--- config.mk ---
export PLATFORM = sky130hd
export DESIGN_NAME = ram_loader
export DESIGN_NICKNAME = d
export VERILOG_FILES = /design/src/rtl/ram_loader.sv
export SDC_FILE = /design/constraint.sdc
export NUM_CORES = 1
export LEC_CHECK = 0
export ABC_AREA = 1
export CAP_MARGIN = 20
export CORE_ASPECT_RATIO = 1.4
export CORE_MARGIN = 1
export CORE_UTILIZATION = 47
export CTS_CLUSTER_SIZE = 24
export DETAILED_ROUTE_END_ITERATION = 8
export PLACE_DENSITY_LB_ADDON = 0.2
export SYNTH_ARGS = -nofsm -noshare
export SYNTH_HDL_FRONTEND = slang
export SYNTH_SLANG_ARGS = --single-unit
--- constraint.sdc ---
create_clock -name CLK -period 2.1 [get_ports CLK]
set_input_delay 0.63 -clock CLK [delete_from_list [all_inputs] [get_ports CLK]]
set_output_delay 0.63 -clock CLK [all_outputs]
set_load 0.05 [all_outputs]
--- src/rtl/ram_loader.sv ---
// Program-image loader: accepts a byte stream and writes it into a 16-word RAM,
// one byte per write cycle. It keeps a running modulo-256 checksum of the
// bytes written.
module ram_loader #(
  parameter int WORDS = 16
) (
  input  logic       CLK,
  input  logic       RESETn,
  input  logic       START,
  input  logic       ABORT,
  input  logic [7:0] BYTE_IN,
  input  logic       BYTE_VALID,
  output logic       BYTE_READY,
  output logic [3:0] LOAD_ADDR,
  output logic [7:0] LOAD_DATA,
  output logic       LOAD_RI,
  output logic       BUSY,
  output logic       DONE,
  output logic [7:0] CHECKSUM
);

  localparam logic [3:0] LAST_ADDR = 4'(WORDS - 1);

  typedef enum logic [1:0] {
    IDLE,
    RECV,
    WRITE,
    FINISHED
  } state_t;

  state_t     state, state_next;
  logic [3:0] count, count_next;
  logic [7:0] data, data_next;
  logic [7:0] sum, sum_next;

  // State and datapath registers; reset clears everything immediately
  always_ff @(posedge CLK or negedge RESETn) begin
    if (!RESETn) begin
      state <= IDLE;
      count <= '0;
      data  <= '0;
      sum   <= '0;
    end else begin
      state <= state_next;
      count <= count_next;
      data  <= data_next;
      sum   <= sum_next;
    end
  end

  // Next-state and datapath update; ABORT takes priority over START and bytes
  always_comb begin
    state_next = state;
    count_next = count;
    data_next  = data;
    sum_next   = sum;
    unique case (state)
      IDLE, FINISHED: begin
        if (START && !ABORT) begin
          state_next = RECV;
          count_next = '0;
          sum_next   = '0;
        end
      end
      RECV: begin
        if (ABORT) begin
          state_next = IDLE;
        end else if (BYTE_VALID) begin
          data_next  = BYTE_IN;
          state_next = WRITE;
        end
      end
      WRITE: begin
        if (ABORT) begin
          state_next = IDLE;
        end else begin
          sum_next = sum + data;
          if (count == LAST_ADDR) begin
            state_next = FINISHED;
          end else begin
            count_next = count + 4'd1;
            state_next = RECV;
          end
        end
      end
      default: state_next = IDLE;
    endcase
  end

  // Outputs decoded from registered state; LOAD_RI depends only on state and ABORT
  always_comb begin
    BYTE_READY = (state == RECV);
    BUSY       = (state == RECV) || (state == WRITE);
    DONE       = (state == FINISHED);
    LOAD_RI    = (state == WRITE) && !ABORT;
    LOAD_ADDR  = count;
    LOAD_DATA  = data;
    CHECKSUM   = sum;
  end

endmodule
[Word-level counts from Yosys, hierarchy flattened]
Index checks and enable logic that the tools add are counted.
Word-level totals
  register bits after elaboration: 22
  memories: 0
  input bits: 13
  word-level logic and storage cells: 39
  output and inout bits: 24
  ROM bits: 0
  memory bits (writable): 0
  bits in latches: 0
Cells by class
  multiply operators: 0
  add/subtract/negate cells: 2
  eq/ne operators: 8
  div/mod/pow operators: 0
  magnitude comparators: 0
  multiplexer cells: 13
  shift-type cells: 0
  reduce and logical (&&, ||, !) cells: 11
  bitwise operators: 1
Operators by type and width (count)
  8-bit 2-to-1 mux: 2
  8-bit one-hot mux with 2 select lines: 1
  4-bit 2-to-1 mux: 3
  2-bit 2-to-1 mux: 5
  8-bit adder: 1
  4-bit one-hot mux with 2 select lines: 1
  2-bit inequality test (second input constant): 3
  2-bit one-hot mux with 3 select lines: 1
  3-bit AND reduction: 2
  4-bit by 1-bit adder with 4-bit output (second input constant): 1
  2-bit equality test (second input constant): 2
  4-bit equality test (second input constant): 1
  4-bit AND reduction: 1
  3-bit inequality test (second input constant): 1
  2-bit by 1-bit equality test with 1-bit output (second input constant): 1
  1-bit logical AND: 2
  2-bit logical NOT: 1
  2-bit AND reduction: 1
  2-bit nonzero test: 1
  2-bit OR reduction: 1
  1-bit logical NOT: 1
  1-bit logical OR: 1
  1-bit inverter: 1

[Longest topological paths before layout]
  word-level depth: 4
  depth in mapped cells: 9
  gate-level depth less buffers: 9

[Worst setup path before layout]
Ideal clock, no wire load.
  kind: reg2reg
  start point: register data[0] (netlist: LOAD_DATA[0])
  end point: register sum[4] (netlist: CHECKSUM[4])
  data required time: 1.982 ns
  setup time: 0.118 ns
  cell stages (with the launch flop): 8
  data arrival time: 1.764 ns
  path slack: 0.218 ns
  clock period less this slack: 1.882 ns
  path buffers: 0
  path through: dfrtp_1 > ha_1 > fa_1 > nand3_1 > nand2_1 > or2_2 > nand3_1 > nand2_1
On the way
  longest elaborated chain between the ends: 3
Ends and longest elaborated chain
  start: declaration: RTL line 33  | logic [7:0] data, data_next;
  start signal: assignment: RTL line 46  | data <= data_next;
  8-bit adder: RTL line 77  | sum_next = sum + data;
  8-bit 2-to-1 mux: RTL line 74  | if (ABORT) begin
  8-bit one-hot mux with 2 select lines: RTL line 57  | unique case (state)
  end signal: assignment: RTL line 47  | sum <= sum_next;
  end: declaration: RTL line 34  | logic [7:0] sum, sum_next;
No other way between the ends. The select of a mux whose other input is x is not followed.
A chain may end at the register's enable or synchronous reset.

[Worst setup path in the final report]
  start point: input port ABORT
  end point: output port LOAD_RI
On the way
  longest elaborated chain between the ends: 2
Ends and longest elaborated chain
  start: declaration: RTL line 10  | input logic ABORT,
  1-bit logical NOT: RTL line 95  | LOAD_RI = (state == WRITE) && !ABORT;
  1-bit logical AND: RTL line 95
  end: declaration: RTL line 16  | output logic LOAD_RI,
No other way between the ends.

==> impl_metrics.ini <==
[run_status]
status = completed

[yosys]
synthCells = 152
synthTopCellsByCount = 44 x nand2_1, 22 x dfrtp_1, 18 x inv_1
yosys.area.top_type = dfrtp_1
synth_edf_count = 0
ys_warn_count = 0
synth-seq-cells = 22
synth_area_leaders = dfrtp_1 42%, nand2_1 13%, ha_1 11%, mux2_2 6.9%, nand3_1 5.7%
ys.flop_type = dfrtp_1
ys_types = 20
synth_area_um2 = 1310
syn_avg_cell_area_um2 = 8.61
synth_most_common_cell = nand2_1
synth-async-reset-ratio_pct = 100
synth_top_area_share_pct = 42.1
syn_nets = 177
yosysSeqAreaShare_pct = 42.1

[job]
maxCapViolCount = 0

[setup_path]
crit_path_start = ABORT
r2r_slack_ns = 0.37
worstPathArrival_ns = 1.39
r2r_cells = 7
cp_max_fo = 2
r2r_start = LOAD_DATA[0]
endpoint = LOAD_RI
worst-setup-path-type = in -> out
start_kind = input pin
cp.required_ns = 1.47
rr_endpoint = CHECKSUM[4]
end_kind = output port

[sta]
slew_viol_final = 0
setup_tns_ns = 0
finalCritPeriodShare_pct = 96.3
rsz0062_at_grt = no
finalCriticalPeriod_ns = 2.02
fmax_mhz = 494
worst_pin_slew_ns = 0.295
setup_viol = 0
fin_skew_ns = 0.00851
hold_viol = 0
max_slew_margin_pct = 80.3

[pwr]
p_total_mw = 2.93
p_leak_nw = 0.950
ir_worst_vdd_mv = 1.65
power_density_nw_per_um2 = 1630

[finish]
final_layout_size_suffix_gt1_share_pct = 27.4
antenna-diode-count = 0
synthToLayoutAreaGrowth_pct = 36.9
fin_nets = 227

[routing]
drtIter0Drc = 15
viasPerCell = 4.92
routed_wl_mm = 2.75
drc = 0
first_pass_iters = 4
ant_nets = 0
dr_total_vias = 1167
wl_per_cell_um = 11.6

[clock_network]
cts_buffer_depth = 2
clk_latency_ns = 0.31
cts.sinks = 22
cts_buffers = 3
root_buffer = clkbuf_4
cts_tree = built
clk_pin_slew_worst_paths_ns = 0.12
htreeDepth = 1

[placement]
dp_hpwl_mm = 2.20
port_buffers = 36
gp_routability_congestion = 0.787

[global_route]
track_usage_pct = 20.9
grt_pass1_wl_mm = 4.60
grt_pass1_vias = 1175
grt.overflow.total = 0
grt_antenna_before_repair = 0
grt_max_degree = 23

[die]
core_area_um2 = 2640
die_y_um = 64.4
io_pins = 37
die_w_um = 46.6
row_count = 22
start_util_pct = 49.5
dieArea_um2 = 3000

[min_path]
min_path_type = reg -> reg
cell usage in the layout (no fill, tap or decap), types with 2 or more instances in the layout:
cell type / synthesis / final
buf_12: 0 / 3
inv_1: 18 / 17
clkdlybuf4s50_1: 0 / 12
nand2_2: 2 / 2
o21ai_0: 8 / 8
mux2_2: 8 / 8
ha_1: 11 / 11
nand2_1: 44 / 44
clkbuf_4: 0 / 3
o21ai_2: 2 / 2
o21ai_1: 3 / 3
nand3_1: 15 / 15
or2_2: 2 / 2
buf_4: 0 / 31
nor2_1: 4 / 4
xor2_1: 2 / 2
a21oi_1: 5 / 5
dfrtp_1: 22 / 22
repair_timing:
item | 4_1_cts | 5_1_grt
resized for setup | 0 | 1
setup endpoints to repair | 0 | 2
setup buffers | 0 | 1
hold buffers | 0 | 0
hold endpoints to repair | 0 | 0
power by group:
part	internal (mW)	leakage [nW]	switching, mW
registers	0.569	0.287	0.133
logic	0.742	0.642	1.25
clock network	0.106	0.0210	0.126
layer usage:
metal | track usage (%) | share of wire [%]
met1 | 22.1 | 40
met2 | 37.3 | 57
met3 | 2.79 | 1.9
met4 | 10.7 | 0.87
met5 | 0 | 0
cell families after synthesis:
kind of cell	synth area share, %
compound gates	8.70
xor+xnor	2.01
fa+ha+maj	12.0
buf+inv	6.02
flops	42.1
mux	6.88
simple gates	22.3
critical path, cell delays in order:
cell	delay, ns
clkdlybuf4s50_1	0.45
inv_1	0.05
nand2_2	0.06
inv_1	0.06
buf_12	0.14
final cells by class:
| class | instances | area (um^2) |
|---|---|---|
| fill | 242 | 851 |
| multi-input combinational | 111 | 679 |
| sequential | 22 | 551 |
| timing repair buffer | 46 | 413 |
| inverter | 18 | 67.6 |
| tap | 36 | 45.0 |
| clock buffer | 4 | 36.3 |
sequential cells by signal, indices dropped and copies added (netlist names):
name,flops
LOAD_ADDR,4
CHECKSUM,8
LOAD_DATA,8
state,2
worst min path at each step:
stage	start	endpoint	slack [ns]	cells after the start
2_1_floorplan	RESETn	CHECKSUM[0]	0.33	0
3_3_place_gp	CHECKSUM[6]	CHECKSUM[6]	0.49	2
3_5_place_dp	CHECKSUM[2]	CHECKSUM[2]	0.50	2
4_1_cts	CHECKSUM[2]	CHECKSUM[2]	0.54	2
5_1_grt	CHECKSUM[4]	CHECKSUM[4]	0.57	2
6_report	CHECKSUM[2]	CHECKSUM[2]	0.53	2
stage by stage:
stage | instance area [um^2] | instances | hold WS (ns) | setup slack, ns | utilization, %
floorplan | 1310 | 152 | 0.334 | 0.218 | -
global placement | 1750 | 232 | 0.494 | 0.0700 | 66.1
detailed placement | 1750 | 232 | 0.502 | 0.0492 | 66.1
CTS | 1780 | 236 | 0.537 | 0.0381 | 67.5
global route | 1790 | 237 | 0.574 | 0.0130 | 67.8
finish | 1790 | 237 | 0.532 | 0.0776 | 67.8
Power figures use the tool's default switching activity.
